[config.mk]
export PLATFORM = sky130hd
export DESIGN_NAME = typed_cmd_queue_flat
export DESIGN_NICKNAME = d
export VERILOG_FILES = /design/src/rtl/typed_cmd_pkg.sv /design/src/rtl/typed_cmd_queue_if.sv /design/src/rtl/typed_cmd_fifo.sv /design/src/rtl/typed_cmd_queue.sv /design/src/flat_wrapper.sv
export SDC_FILE = /design/constraint.sdc
export NUM_CORES = 1
export LEC_CHECK = 0
export CAP_MARGIN = 0
export CORE_MARGIN = 2
export CORE_UTILIZATION = 55
export CTS_CLUSTER_DIAMETER = 50
export CTS_CLUSTER_SIZE = 40
export DETAILED_ROUTE_END_ITERATION = 8
export PLACE_DENSITY = 0.75
export SYNTH_ARGS = -nofsm -noshare
export SYNTH_HDL_FRONTEND = slang
export SYNTH_HIERARCHICAL = 1
export SYNTH_SLANG_ARGS = --single-unit
[constraint.sdc]
create_clock -name i_clk -period 2.9 [get_ports i_clk]
set_input_delay 0.58 -clock i_clk [delete_from_list [all_inputs] [get_ports i_clk]]
set_output_delay 0.58 -clock i_clk [all_outputs]
set_load 0.1 [all_outputs]
[src/rtl/typed_cmd_pkg.sv]
// Shared types for the typed command queue: command kinds, sequencer states,
// default field widths and the kind-legality check.
// Build option: TYPED_CMD_QUEUE_STATS_EN adds popped BURST/NOP counters to the top.
package typed_cmd_pkg;

    localparam int unsigned DEF_ADDR_W = 10;
    localparam int unsigned DEF_LEN_W  = 4;
    localparam int unsigned DEF_DEPTH  = 4;

    typedef enum logic [2:0] {
        KIND_NOP   = 3'd0,
        KIND_READ  = 3'd1,
        KIND_WRITE = 3'd2,
        KIND_BURST = 3'd4
    } kind_t;

    typedef enum logic [1:0] {
        S_IDLE  = 2'd0,
        S_BEAT  = 2'd1,
        S_BURST = 2'd2
    } state_t;

    // Only the four encoded kinds are accepted into the queue
    function automatic logic kind_is_legal(input logic [2:0] k);
        case (k)
            KIND_NOP, KIND_READ, KIND_WRITE, KIND_BURST: return 1'b1;
            default:                                     return 1'b0;
        endcase
    endfunction

endpackage

[src/rtl/typed_cmd_queue_if.sv]
// Command-in / beat-out handshake bundle for typed_cmd_queue.
// master = producer/consumer side, slave = the queue.
interface typed_cmd_queue_if
    import typed_cmd_pkg::*;
#(
    parameter int unsigned ADDR_W = DEF_ADDR_W,
    parameter int unsigned LEN_W  = DEF_LEN_W
);
    logic              i_valid;
    logic              o_ready;
    logic [2:0]        i_kind;
    logic [ADDR_W-1:0] i_addr;
    logic [LEN_W-1:0]  i_len;
    logic              o_valid;
    logic              i_ready;
    logic [2:0]        o_kind;
    logic [ADDR_W-1:0] o_addr;
    logic              o_last;

    modport master (
        output i_valid, i_kind, i_addr, i_len, i_ready,
        input  o_ready, o_valid, o_kind, o_addr, o_last
    );

    modport slave (
        input  i_valid, i_kind, i_addr, i_len, i_ready,
        output o_ready, o_valid, o_kind, o_addr, o_last
    );
endinterface

[src/rtl/typed_cmd_fifo.sv]
// DEPTH-entry synchronous FIFO holding packed command records, with occupancy.
// Push when full and pop when empty are ignored.
module typed_cmd_fifo
    import typed_cmd_pkg::*;
#(
    parameter int unsigned WIDTH = 3 + DEF_ADDR_W + DEF_LEN_W,
    parameter int unsigned DEPTH = DEF_DEPTH
)
(
    input  logic                     i_clk,
    input  logic                     i_rst,
    input  logic                     i_push,
    input  logic [WIDTH-1:0]         i_data,
    input  logic                     i_pop,
    output logic [WIDTH-1:0]         o_data,
    output logic [$clog2(DEPTH):0]   o_count,
    output logic                     o_empty
);
    localparam int unsigned PTR_W = $clog2(DEPTH);
    localparam int unsigned CNT_W = PTR_W + 1;

    logic [WIDTH-1:0] r_mem [DEPTH];
    logic [PTR_W-1:0] r_wr_ptr;
    logic [PTR_W-1:0] r_rd_ptr;
    logic [CNT_W-1:0] r_count;
    logic             w_full;
    logic             w_do_push;
    logic             w_do_pop;

    assign w_full    = (r_count == CNT_W'(DEPTH));
    assign w_do_push = i_push && !w_full;
    assign w_do_pop  = i_pop && !o_empty;

    // Storage array; contents are only meaningful between the pointers
    always_ff @(posedge i_clk) begin
        if (w_do_push) begin
            r_mem[r_wr_ptr] <= i_data;
        end
    end

    // Pointers and occupancy; power-of-two depth lets pointers wrap naturally
    always_ff @(posedge i_clk or negedge i_rst) begin
        if (!i_rst) begin
            r_wr_ptr <= '0;
            r_rd_ptr <= '0;
            r_count  <= '0;
        end else begin
            if (w_do_push) begin
                r_wr_ptr <= r_wr_ptr + PTR_W'(1);
            end
            if (w_do_pop) begin
                r_rd_ptr <= r_rd_ptr + PTR_W'(1);
            end
            case ({w_do_push, w_do_pop})
                2'b10:   r_count <= r_count + CNT_W'(1);
                2'b01:   r_count <= r_count - CNT_W'(1);
                default: r_count <= r_count;
            endcase
        end
    end

    assign o_data  = r_mem[r_rd_ptr];
    assign o_count = r_count;
    assign o_empty = (r_count == '0);

endmodule

[src/rtl/typed_cmd_queue.sv]
// Typed command queue: buffers {kind, addr, len} records and replays them as
// single beats (READ/WRITE) or address-incrementing bursts (BURST); NOPs are
// consumed silently, illegal kinds are dropped and flagged on sticky o_err.
// Build option: TYPED_CMD_QUEUE_STATS_EN adds o_burst_cnt / o_nop_cnt.
module typed_cmd_queue
    import typed_cmd_pkg::*;
#(
    parameter int unsigned ADDR_W = DEF_ADDR_W,
    parameter int unsigned LEN_W  = DEF_LEN_W,
    parameter int unsigned DEPTH  = DEF_DEPTH
)
(
    input  logic                    i_clk,
    input  logic                    i_rst,
    typed_cmd_queue_if.slave        bus,
    output logic [$clog2(DEPTH):0]  o_count,
    output logic                    o_err
`ifdef TYPED_CMD_QUEUE_STATS_EN
    ,
    output logic [7:0]              o_burst_cnt,
    output logic [7:0]              o_nop_cnt
`endif
);
    localparam int unsigned CNT_W = $clog2(DEPTH) + 1;

    typedef struct packed {
        kind_t             kind;
        logic [ADDR_W-1:0] addr;
        logic [LEN_W-1:0]  len;
    } cmd_t;

    localparam int unsigned CMD_W = $bits(cmd_t);

    cmd_t              w_push_cmd;
    cmd_t              w_head;
    logic [CMD_W-1:0]  w_head_raw;
    logic [CNT_W-1:0]  w_count;
    logic              w_empty;
    logic              w_accept;
    logic              w_push;
    logic              w_pop;

    state_t            r_state;
    kind_t             r_kind;
    logic [ADDR_W-1:0] r_addr;
    logic [LEN_W-1:0]  r_cnt;
    logic              r_valid;
    logic              r_last;
    logic              r_err;

    assign w_accept   = bus.i_valid && bus.o_ready;
    assign w_push     = w_accept && kind_is_legal(bus.i_kind);
    assign w_pop      = (r_state == S_IDLE) && !w_empty;
    assign w_push_cmd = '{kind: kind_t'(bus.i_kind), addr: bus.i_addr, len: bus.i_len};
    assign w_head     = cmd_t'(w_head_raw);

    typed_cmd_fifo #(
        .WIDTH (CMD_W),
        .DEPTH (DEPTH)
    ) u_fifo (
        .i_clk   (i_clk),
        .i_rst   (i_rst),
        .i_push  (w_push),
        .i_data  (CMD_W'(w_push_cmd)),
        .i_pop   (w_pop),
        .o_data  (w_head_raw),
        .o_count (w_count),
        .o_empty (w_empty)
    );

    // Sequencer: pop head in IDLE, then hold each beat until the consumer takes it
    always_ff @(posedge i_clk or negedge i_rst) begin
        if (!i_rst) begin
            r_state <= S_IDLE;
            r_kind  <= KIND_NOP;
            r_addr  <= '0;
            r_cnt   <= '0;
            r_valid <= 1'b0;
            r_last  <= 1'b0;
        end else begin
            case (r_state)
                S_IDLE: begin
                    if (w_pop) begin
                        case (w_head.kind)
                            KIND_READ, KIND_WRITE: begin
                                r_state <= S_BEAT;
                                r_kind  <= w_head.kind;
                                r_addr  <= w_head.addr;
                                r_valid <= 1'b1;
                                r_last  <= 1'b1;
                            end
                            KIND_BURST: begin
                                r_state <= S_BURST;
                                r_kind  <= w_head.kind;
                                r_addr  <= w_head.addr;
                                r_cnt   <= w_head.len;
                                r_valid <= 1'b1;
                                r_last  <= (w_head.len == '0);
                            end
                            default: begin
                                r_state <= S_IDLE;
                            end
                        endcase
                    end
                end
                S_BEAT: begin
                    if (bus.i_ready) begin
                        r_state <= S_IDLE;
                        r_valid <= 1'b0;
                        r_last  <= 1'b0;
                    end
                end
                S_BURST: begin
                    if (bus.i_ready) begin
                        if (r_cnt == '0) begin
                            r_state <= S_IDLE;
                            r_valid <= 1'b0;
                            r_last  <= 1'b0;
                        end else begin
                            r_cnt  <= r_cnt - LEN_W'(1);
                            r_addr <= r_addr + ADDR_W'(1);
                            r_last <= (r_cnt == LEN_W'(1));
                        end
                    end
                end
                default: begin
                    r_state <= S_IDLE;
                    r_valid <= 1'b0;
                    r_last  <= 1'b0;
                end
            endcase
        end
    end

    // Sticky flag for any handshake carrying an illegal kind
    always_ff @(posedge i_clk or negedge i_rst) begin
        if (!i_rst) begin
            r_err <= 1'b0;
        end else if (w_accept && !kind_is_legal(bus.i_kind)) begin
            r_err <= 1'b1;
        end
    end

`ifdef TYPED_CMD_QUEUE_STATS_EN
    logic [7:0] r_burst_cnt;
    logic [7:0] r_nop_cnt;

    // Saturating counts of popped BURST and NOP commands
    always_ff @(posedge i_clk or negedge i_rst) begin
        if (!i_rst) begin
            r_burst_cnt <= '0;
            r_nop_cnt   <= '0;
        end else if (w_pop) begin
            if (w_head.kind == KIND_BURST && r_burst_cnt != 8'hFF) begin
                r_burst_cnt <= r_burst_cnt + 8'd1;
            end
            if (w_head.kind == KIND_NOP && r_nop_cnt != 8'hFF) begin
                r_nop_cnt <= r_nop_cnt + 8'd1;
            end
        end
    end

    assign o_burst_cnt = r_burst_cnt;
    assign o_nop_cnt   = r_nop_cnt;
`endif

    assign bus.o_ready = (w_count != CNT_W'(DEPTH));
    assign bus.o_valid = r_valid;
    assign bus.o_kind  = r_kind;
    assign bus.o_addr  = r_addr;
    assign bus.o_last  = r_last;
    assign o_count     = w_count;
    assign o_err       = r_err;

endmodule

[src/flat_wrapper.sv]
// flat-port wrapper written by rule: the top's interface ports become plain ports
module typed_cmd_queue_flat import typed_cmd_pkg::*;
#(
    parameter int unsigned ADDR_W = DEF_ADDR_W,
    parameter int unsigned LEN_W  = DEF_LEN_W,
    parameter int unsigned DEPTH  = DEF_DEPTH
)
  (i_clk, i_rst, o_count, o_err, bus_i_valid, bus_i_kind, bus_i_addr, bus_i_len, bus_i_ready, bus_o_ready, bus_o_valid, bus_o_kind, bus_o_addr, bus_o_last);
  typed_cmd_queue_if #(.ADDR_W(ADDR_W), .LEN_W(LEN_W)) bus_i ();
  input  logic i_clk;
  input  logic i_rst;
  output logic [$clog2(DEPTH):0] o_count;
  output logic o_err;
  input wire logic [$bits(bus_i.i_valid)-1:0] bus_i_valid;
  input wire logic [$bits(bus_i.i_kind)-1:0] bus_i_kind;
  input wire logic [$bits(bus_i.i_addr)-1:0] bus_i_addr;
  input wire logic [$bits(bus_i.i_len)-1:0] bus_i_len;
  input wire logic [$bits(bus_i.i_ready)-1:0] bus_i_ready;
  output wire logic [$bits(bus_i.o_ready)-1:0] bus_o_ready;
  output wire logic [$bits(bus_i.o_valid)-1:0] bus_o_valid;
  output wire logic [$bits(bus_i.o_kind)-1:0] bus_o_kind;
  output wire logic [$bits(bus_i.o_addr)-1:0] bus_o_addr;
  output wire logic [$bits(bus_i.o_last)-1:0] bus_o_last;
  assign bus_i.i_valid = bus_i_valid;
  assign bus_i.i_kind = bus_i_kind;
  assign bus_i.i_addr = bus_i_addr;
  assign bus_i.i_len = bus_i_len;
  assign bus_i.i_ready = bus_i_ready;
  assign bus_o_ready = bus_i.o_ready;
  assign bus_o_valid = bus_i.o_valid;
  assign bus_o_kind = bus_i.o_kind;
  assign bus_o_addr = bus_i.o_addr;
  assign bus_o_last = bus_i.o_last;
  typed_cmd_queue #(.ADDR_W(ADDR_W), .LEN_W(LEN_W), .DEPTH(DEPTH)) u_core (.i_clk(i_clk), .i_rst(i_rst), .bus(bus_i), .o_count(o_count), .o_err(o_err));
endmodule
* Word-level counts from Yosys, hierarchy flattened *
Memories as Yosys holds them, arrays and structs flattened.
Index checks and enable logic that the tools add are counted.

word-level totals
  bits in registers = 29
  RAM bits = 68
  input port bits = 21
  word-level logic and storage cells = 94
  memories kept = 1

cells by class
  $add $sub $neg = 6
  equality and inequality tests = 21
  muxes and demuxes = 31
  reductions and logical operators = 25

memories
  name                 depth  width  read ports  clocked after Yosys merged registers in  wr ports  RTL line              text
  u_core.u_fifo.r_mem  4      17     1           0                                        1         typed_cmd_fifo.sv:22  logic [WIDTH-1:0] r_mem [DEPTH];

operators by type and width
  cell                                                 number
  2-to-1 mux 10 bit                                    4
  case mux 10 bit (2 select lines)                     1
  2-to-1 mux 4 bit                                     4
  AND reduction 5 bit                                  3
  != test 2 bit, second input constant                 6
  2-to-1 mux 1 bit                                     11
  adder 10 x 1 -> 10 bit, second input constant        1
  equality test 3 bit, second input constant           3
  logical NOT 4 bit                                    2
  2-to-1 mux 2 bit                                     4
  case mux 4 bit (2 select lines)                      1
  AND reduction 4 bit                                  2
  equality test 3 x 1 -> 1 bit, second input constant  2
  equality test 3 x 2 -> 1 bit, second input constant  2
  logical AND 1 bit                                    6
  logical NOT 3 bit                                    2
  != test 3 bit, second input constant                 2
  case mux 1 bit (3 select lines)                      2
  case mux 2 bit (3 select lines)                      1
  case mux 3 bit (2 select lines)                      1
  adder 2 x 1 -> 2 bit, second input constant          2
  equality test 2 x 1 -> 1 bit, second input constant  2
  equality test 2 bit, second input constant           2
  equality test 4 x 1 -> 1 bit, second input constant  1
  other kinds (13)                                     16

* Logic depth before layout (Yosys ltp) *
Gate-level depths: netlist (run 1).

  depth after elaboration = 7
  depth in mapped cells = 13
  mapped depth without buffers = 13

* Cells and area by module *
Netlist (run 1), hierarchy kept.

modules (own cells, without submodules)
  module           instances  cells each  area each (um2)  sequential area each (um2)
  typed_cmd_fifo   1          126         2925.3           2217.1
  typed_cmd_queue  1          144         1352.5           550.5

* Worst setup path before layout (run 1) *
Ideal clock, no wire load.

  path kind = register to register
  from = reg u_core.u_fifo.r_count[2] (netlist: u_core/u_fifo/o_count[2])
  to = reg u_core.u_fifo.r_count[2] (netlist: u_core/u_fifo/o_count[2])
  library setup time = 167 ps
  arrival = 3342 ps
  path slack = -609 ps
  cell stages (with the launch flop) = 13
  path buffers = 0
  clock period less this slack = 3509 ps
  path through = dfrtp_1 > nand2_1 > nand2_1 > nor2_1 > inv_1 > a31oi_4 > inv_1 > ha_1 > inv_1 > fa_1 > xor2_1 > nor2_1 > xor2_1

on the way
  longest elaborated chain between the ends = 6
  elaborated cells between the ends (all ways) = 16
  those cells by class = add/sub: 2; eq/ne: 4; mux: 1; reduce/logical: 9

ends and longest elaborated chain
  item                                                                   RTL line                text
  start: declaration                                                     typed_cmd_fifo.sv:25    logic [CNT_W-1:0] r_count;
  start signal: assignment                                               typed_cmd_fifo.sv:55    2'b10: r_count <= r_count + CNT_W'(1);
  start signal: assignment                                               typed_cmd_fifo.sv:56    2'b01: r_count <= r_count - CNT_W'(1);
  start signal: assignment                                               typed_cmd_fifo.sv:57    default: r_count <= r_count;
  != test 3 bit *                                                        typed_cmd_queue.sv:167  assign bus.o_ready = (w_count != CNT_W'(DEPTH));
  via bus_o_ready                                                        flat_wrapper.sv:19      output wire logic [$bits(bus_i.o_ready)-1:0] bus_o_ready;
  logical AND 1 bit *                                                    typed_cmd_queue.sv:51   assign w_accept = bus.i_valid && bus.o_ready;
  logical AND 1 bit *                                                    typed_cmd_queue.sv:52   assign w_push = w_accept && kind_is_legal(bus.i_kind);
  via u_core.w_push                                                      typed_cmd_queue.sv:40   logic w_push;
  logical AND 1 bit *                                                    typed_cmd_fifo.sv:31    assign w_do_push = i_push && !w_full;
  equality test 2 x 1 -> 1 bit or equality test 2 bit (tied branches)    typed_cmd_fifo.sv:54    case ({w_do_push, w_do_pop})
  case mux 3 bit (2 select lines) or nonzero test 2 bit (tied branches)  n/a

The timed path passes the listed nets; every way through them passes the cells marked *.
A chain may end at the register's enable or synchronous reset.

==> qor.yml, run 1 <==
status: "finished, final reports clean"
yosysUniqueCellTypes: 50
fin_setup_tns_ns: 0
clockBufferDepth: 2
numPlacedInstances: 412
min_path_type: "flop to flop"
syn-num-nets: 300
fmax_mhz: 404
synth_area_um2: 4280
crit_slowest_cell: "mux4_1"
max_stage_delay_ns: 0.71
dieArea_um2: 8500
htreeDepth: 3
antenna_left: 0
clkTransAtPathRegs_ns: 0.09
fp-row-count: 32
hp-start: "u_core/o_err"
stdcell_count: 428
post-cts-setup-buffers: 0
path_class: "flop to flop"
synth_warnings: 6
setup_viol: 0
critPathTopFamily: "simple AND/OR/NAND/NOR gates"
final_common_cell: "edfxtp_1"
core_region_area_um2: 7650
rsz0062_at_grt: "false"
grt_pass1_wl_um: 12200
drive_above_1_share: 0.227
syn_area_per_cell_um2: 15.8
grt_pass1_vias: 2402
place.detailed.hpwl_um: 4940
cts.sinks: 97
fill_cells: 552
wire_per_inst_um: 17.3
synth_cells: 270
cp_data_arrival_time_ns: 2.75
io_buffers: 40
wirelength_um: 7420
slew_headroom: 0.637
min_period_ns: 2.47
fin_skew_ns: 0.0171
ctsResizeCount: 0
start_kind: "flop"
period_share: 0.853
hold_viol: 0
fin_nets: 351
vias: 2502
avgViaCountPerCell: 5.85
final_cell_mix: "68 x edfxtp_1, 28 x buf_4, 26 x dfrtp_1"
synth-main-ff-cell: "edfxtp_1"
drc_errors: 0
async_reset_ff_frac: 0.299
drt_iter0_drc: 127
clk_latency_ns: 0.35
synth_enable_flop_cells: 68
critPathLaunch: "u_core/u_fifo/r_rd_ptr[0]"
die_x_um: 92.2
track_usage: 0.189
cp_cell_sequence: "mux4_1 > or3b_1 > o211a_2 > or4_1 > o21ai_1"
dr.pass1.iters: 4
holdWs_ns: 0.477
start_util: 0.559
die_h_um: 92.2
n_antenna_cell: 0
worst_slew_pin_slew_ns: 0.545
grt_max_degree: 30
maxCapViolCount: 0
cp.required_ns: 3.17
boundaryPins: 41
r2r-start: "u_core/u_fifo/r_rd_ptr[0]"
antenna_found_initial: 0
ys_seq_elements: 97
cts_root_buf: "clkbuf_8"
area_growth_pct: 17.1
cts_hold_buf: 0
grt_remaining_overflow: 0
worst-path-buf-inv: 0
gp_congestion: 0.797
cp_max_fo: 14
ys_seq_area_frac: 0.647
maxSlewViolCount: 0
cp-end-kind: "flop"
cts_tree: "yes"
cts_buffers: 9
==> cells by family (layout without fill, tap and decap cells) <==
| family | count (synthesis) | count (layout) | share of synthesized area |
|---|---|---|---|
| AO/OA/AOI/OAI | 49 | 49 | 0.0869 |
| XOR/XNOR | 7 | 7 | 0.0143 |
| adder cells (fa/ha/maj) | 10 | 10 | 0.0304 |
| buffers and inverters | 23 | 79 | 0.0310 |
| flip-flops | 97 | 97 | 0.647 |
| multiplexers | 24 | 24 | 0.115 |
| AND/OR/NAND/NOR | 60 | 60 | 0.0752 |
==> sequential cells by signal, summed over array words and instances, names as in the netlist <==
name,flops
u_core/r_cnt,4
u_core/u_fifo/r_mem,68
u_core/bus.o_kind,3
u_core/bus.o_addr,10
u_core/u_fifo/r_rd_ptr,2
u_core/u_fifo/r_wr_ptr,2
u_core/r_state,2
u_core/u_fifo/o_count,3
u_core/o_err,1
u_core/bus.o_valid,1
u_core/bus.o_last,1
==> routing by layer <==
layer,up-vias,share of wire,global-route usage
li1,1164,-,-
met1,1274,0.46,0.271
met2,57,0.49,0.297
met3,7,0.036,0.0304
met4,0,0.010,0.0647
met5,-,0,0
==> worst paths after layout <==
| check | depth (start not counted) | endpoint | slack [ns] |
|---|---|---|---|
| max | 5 | u_core/bus.o_addr[0] | 0.43 |
| min | 1 | u_core/o_err | 0.48 |
| max reg2reg | 5 | u_core/bus.o_addr[0] | 0.43 |
| min reg2reg | 1 | u_core/o_err | 0.48 |
| max in group asynchronous | 2 | u_core/u_fifo/o_count[2] | 1.93 |
| min in group asynchronous | 2 | u_core/bus.o_addr[7] | 0.63 |
==> final cells by class <==
class | instances | area [µm²] | area share
Sequential cell | 97 | 2770 | 0.553
Clock inverter | 7 | 76.3 | 0.0152
Timing Repair Buffer | 52 | 490 | 0.0979
Clock buffer | 9 | 124 | 0.0247
Inverter | 11 | 41.3 | 0.00824
Multi-Input combinational cell | 150 | 1380 | 0.275
Tap cell | 102 | 128 | 0.0255
==> synth_stat cells (2+ instances only) <==
| cell type | count | area share |
|---|---|---|
| a211oi_1 | 4 | 0.0070 |
| a2bb2oi_1 | 10 | 0.020 |
| ha_1 | 8 | 0.023 |
| xnor2_1 | 4 | 0.0082 |
| nor3_1 | 9 | 0.011 |
| inv_1 | 11 | 0.0097 |
| dfrtp_1 | 29 | 0.17 |
| nor2_1 | 15 | 0.013 |
| nand4_1 | 5 | 0.0073 |
| nand2_1 | 12 | 0.011 |
| mux4_2 | 8 | 0.042 |
| buf_4 | 2 | 0.0035 |
| a21oi_1 | 5 | 0.0058 |
| a31oi_4 | 2 | 0.0099 |
| clkbuf_1 | 3 | 0.0026 |
| mux4_1 | 9 | 0.055 |
| a31o_2 | 3 | 0.0061 |
| mux2i_1 | 2 | 0.0047 |
| and2_1 | 5 | 0.0073 |
| o31ai_1 | 2 | 0.0035 |
| edfxtp_1 | 68 | 0.48 |
| xor2_1 | 3 | 0.0061 |
| o21ai_0 | 11 | 0.013 |
| or3b_1 | 2 | 0.0041 |
| or4_1 | 3 | 0.0053 |
| mux2_2 | 4 | 0.011 |
| a31oi_1 | 2 | 0.0029 |
| o22ai_1 | 2 | 0.0029 |
| and4_1 | 2 | 0.0041 |
| buf_2 | 4 | 0.0047 |
| o21ai_1 | 2 | 0.0023 |
==> per-stage QoR <==
step            util  setup slack, ns  cell area, µm²
5_1_grt        0.655            0.290            5010
3_3_place_gp   0.629            0.161            4810
4_1_cts        0.655            0.417            5010
6_report       0.655            0.426            5010
3_5_place_dp   0.629           0.0926            4810
2_1_floorplan      -            0.174            4280
Power of run 1 is left out: the tool's default activity adds up to more than one toggle a clock period on the data nets, which glitch-free logic cannot reach.
==> inputs of run 2 (changes only) <==
--- a/config.mk
+++ b/config.mk
@@ -6,12 +6,14 @@
 export NUM_CORES = 1
 export LEC_CHECK = 0
 export CAP_MARGIN = 0
-export CORE_MARGIN = 2
+export CORE_MARGIN = 5
 export CORE_UTILIZATION = 55
 export CTS_CLUSTER_DIAMETER = 50
 export CTS_CLUSTER_SIZE = 40
 export DETAILED_ROUTE_END_ITERATION = 8
 export PLACE_DENSITY = 0.75
+export REMOVE_ABC_BUFFERS = 1
+export SKIP_CTS_REPAIR_TIMING = 1
 export SYNTH_ARGS = -nofsm -noshare
 export SYNTH_HDL_FRONTEND = slang
 export SYNTH_HIERARCHICAL = 1
==> qor.yml, run 2 (synthesis results as in run 1) <==
grt_pass1_vias: 2428
n_antenna_cell: 0
grt_max_degree: 30
place.detailed.hpwl_um: 5070
start_util: 0.559
drt_iter0_drc: 145
r2r-start: "u_core/u_fifo/r_rd_ptr[0]"
dr.pass1.iters: 4
clockBufferDepth: 2
final_cell_mix: "68 x edfxtp_1, 29 x dfrtp_1, 26 x buf_4"
drc_errors: 0
cp-end-kind: "flop"
drive_above_1_share: 0.210
cts_buffers: 9
max_flop_register: "u_core/u_fifo/r_mem"
crit_end: "u_core/bus.o_addr[1]"
die_h_um: 98.2
setup_viol: 0
antenna_left: 0
antenna_found_initial: 0
clk_latency_ns: 0.35
area_growth_pct: 17.1
fin_skew_ns: 0.0136
slew_headroom: 0.633
min_period_ns: 2.53
start_kind: "flop"
cts.sinks: 97
gp_congestion: 0.785
largest_reg_flops: 68
io_buffers: 40
fp-row-count: 32
dieArea_um2: 9640
min_path_type: "flop to flop"
wire_per_inst_um: 17.4
fill_cells: 557
clkTransAtPathRegs_ns: 0.10
place_ws_ns: 0.113
cts_root_buf: "clkbuf_8"
period_share: 0.873
final_common_cell: "edfxtp_1"
path_class: "flop to flop"
setup_ws_ns: 0.368
rsz0062_at_grt: "false"
fmax_mhz: 395
cp_max_fo: 14
cp_data_arrival_time_ns: 2.77
track_usage: 0.162
vias: 2416
htreeDepth: 3
core_region_area_um2: 7650
cp.required_ns: 3.14
critPathLaunch: "u_core/u_fifo/r_rd_ptr[0]"
worst_slew_pin_slew_ns: 0.550
regToRegEndpoint: "u_core/bus.o_addr[1]"
grt_pass1_wl_um: 12400
rrSetupSlack_ns: 0.37
grt_remaining_overflow: 0
die_x_um: 98.2
wirelength_um: 7410
maxCapViolCount: 0
status: "finished, final reports clean"
maxSlewViolCount: 0
cts_tree: "yes"
avgViaCountPerCell: 5.67
hold_viol: 0
boundaryPins: 41
fin_nets: 349
worstRegToRegCells: 6
run 2: how the worst min path moves through the flow:
stage	from	to	slack, ns	cells past startpoint
after floorplan	i_rst	u_core/bus.o_addr[0]	0.28	0
after CTS	u_core/o_err	u_core/o_err	0.48	1
after global placement	u_core/o_err	u_core/o_err	0.46	1
final	u_core/o_err	u_core/o_err	0.48	1
after global routing	u_core/o_err	u_core/o_err	0.52	1
after detailed placement	u_core/o_err	u_core/o_err	0.46	1
run 2: metal layers:
metal,vias up,part of all wire,track usage
li1,1164,-,-
met1,1182,0.46,0.234
met2,63,0.48,0.255
met3,7,0.053,0.0257
met4,0,0.0086,0.0536
met5,-,0,0
run 2: final cells by class:
type | count | area, µm² | area share
well taps | 102 | 128 | 0.0255
multi-input cells | 150 | 1380 | 0.275
repair buffers | 50 | 475 | 0.0949
flip-flops and latches | 97 | 2770 | 0.553
clock buffers | 9 | 124 | 0.0247
inverters | 11 | 41.3 | 0.00824
clock inverters | 7 | 95.1 | 0.0190
run 2: stage by stage:
step / util / setup TNS [ns] / cell area [µm²] / hold slack [ns] / instances
after floorplan: - / -18.03 / 4190 / 0.284 / 258
after CTS: 0.655 / 0 / 5010 / 0.483 / 426
after global routing: 0.655 / 0 / 5010 / 0.525 / 426
after global placement: 0.626 / 0 / 4790 / 0.463 / 410
after detailed placement: 0.626 / 0 / 4790 / 0.458 / 410
final: 0.655 / 0 / 5010 / 0.479 / 426
run 2: critical path, cell delays in order, from the launching register on:
cell and delay (ns):
dfrtp_1 0.44, buf_4 0.21, mux4_1 0.67, or3b_1 0.22, o211a_2 0.40, nor2_4 0.12, mux2_1 0.35
Power of run 2 is left out for the same reason.
==> inputs of run 3 (changes only) <==
==> constraint.sdc (replaced) <==
create_clock -name i_clk -period 2.5 [get_ports i_clk]
set_input_delay 0.5 -clock i_clk [delete_from_list [all_inputs] [get_ports i_clk]]
set_output_delay 0.5 -clock i_clk [all_outputs]
set_load 0.1 [all_outputs]
==> qor.yml, run 3 (synthesis results as in run 1) <==
drc_errors: 0
fp-row-count: 32
clkTransAtPathRegs_ns: 0.09
numPlacedInstances: 423
vias: 2478
cp_cell_sequence: "buf_4 > mux4_1 > o31a_2 > buf_4 > nor2_1 > mux2i_1"
cts_tree: "yes"
die_h_um: 98.2
worst-path-buf-inv: 2
crit_slowest_cell: "mux4_1"
cp_max_fo: 6
cts_buffers: 9
fin_nets: 362
maxCapViolCount: 0
place.detailed.hpwl_um: 5030
track_usage: 0.164
cp-end-kind: "flop"
drive_above_1_share: 0.241
critPathTopFamily: "multiplexers"
wirelength_um: 7430
design_area_um2: 5080
largest_reg_flops: 68
grt_remaining_overflow: 0
antenna_found_initial: 0
max_flop_register: "u_core/u_fifo/r_mem"
rsz0062_at_grt: "false"
grt_max_degree: 30
period_share: 0.939
gp_congestion: 0.866
cp_common_cell: "buf_4"
slew_headroom: 0.644
htreeDepth: 3
path_class: "flop to flop"
core_region_area_um2: 7650
start_kind: "flop"
status: "finished, final reports clean"
cts_root_buf: "clkbuf_8"
min_path_type: "flop to flop"
final_cell_mix: "68 x edfxtp_1, 38 x buf_4, 28 x dfrtp_1"
fmax_mhz: 426
grt_pass1_vias: 2517
placed_area_um2: 4890
cts.sinks: 97
setup_viol: 0
area_growth_pct: 18.9
drt_iter0_drc: 134
avgViaCountPerCell: 5.66
fin_util: 0.665
stdcell_count: 438
maxSlewViolCount: 0
boundaryPins: 41
clk_latency_ns: 0.34
clockBufferDepth: 2
dieArea_um2: 9640
io_buffers: 40
cp_data_arrival_time_ns: 2.62
die_x_um: 98.2
fill_cells: 541
max_stage_delay_ns: 0.68
wire_per_inst_um: 17.0
worst_slew_pin_slew_ns: 0.534
n_antenna_cell: 0
start_util: 0.559
min_period_ns: 2.35
antenna_left: 0
cp.required_ns: 2.77
hold_viol: 0
fin_skew_ns: 0.0112
final_common_cell: "edfxtp_1"
fin_setup_tns_ns: 0
grt_pass1_wl_um: 12500
dr.pass1.iters: 4
run 3: worst paths after layout:
kind,slack [ns],from,to,cells past startpoint
worst max-delay path,0.15,u_core/u_fifo/r_rd_ptr[0],u_core/r_cnt[1],6
worst min-delay path,0.47,u_core/o_err,u_core/o_err,1
worst max register to register,0.15,u_core/u_fifo/r_rd_ptr[0],u_core/r_cnt[1],6
worst min register to register,0.47,u_core/o_err,u_core/o_err,1
max in group asynchronous,1.64,i_rst,u_core/u_fifo/r_rd_ptr[0],2
min in group asynchronous,0.54,i_rst,u_core/bus.o_addr[1],2
run 3: cell type report:
| class | count | area [µm²] | share of cell area |
|---|---|---|---|
| flip-flops and latches | 97 | 2770 | 0.545 |
| inverters | 11 | 41.3 | 0.00812 |
| multi-input cells | 150 | 1380 | 0.271 |
| clock buffers | 9 | 124 | 0.0244 |
| clock inverters | 6 | 68.8 | 0.0135 |
| repair buffers | 63 | 577 | 0.113 |
| well taps | 102 | 128 | 0.0251 |
run 3: routing by layer:
metal	vias up	part of all wire	wire length, µm	GRT usage
li1	1182	-	-	-
met1	1244	0.46	3450	0.233
met2	47	0.49	3620	0.262
met3	5	0.041	307	0.0300
met4	0	0.0077	57	0.0504
met5	-	0	0	0
run 3: per-stage QoR:
stage	hold WS [ns]	setup WS (ns)
after floorplan	0.204	-1.01
after detailed placement	0.458	-0.123
after global placement	0.452	-0.0790
after global routing	0.506	0.00425
final	0.475	0.153
after CTS	0.479	0.109
Power of run 3 is left out for the same reason.
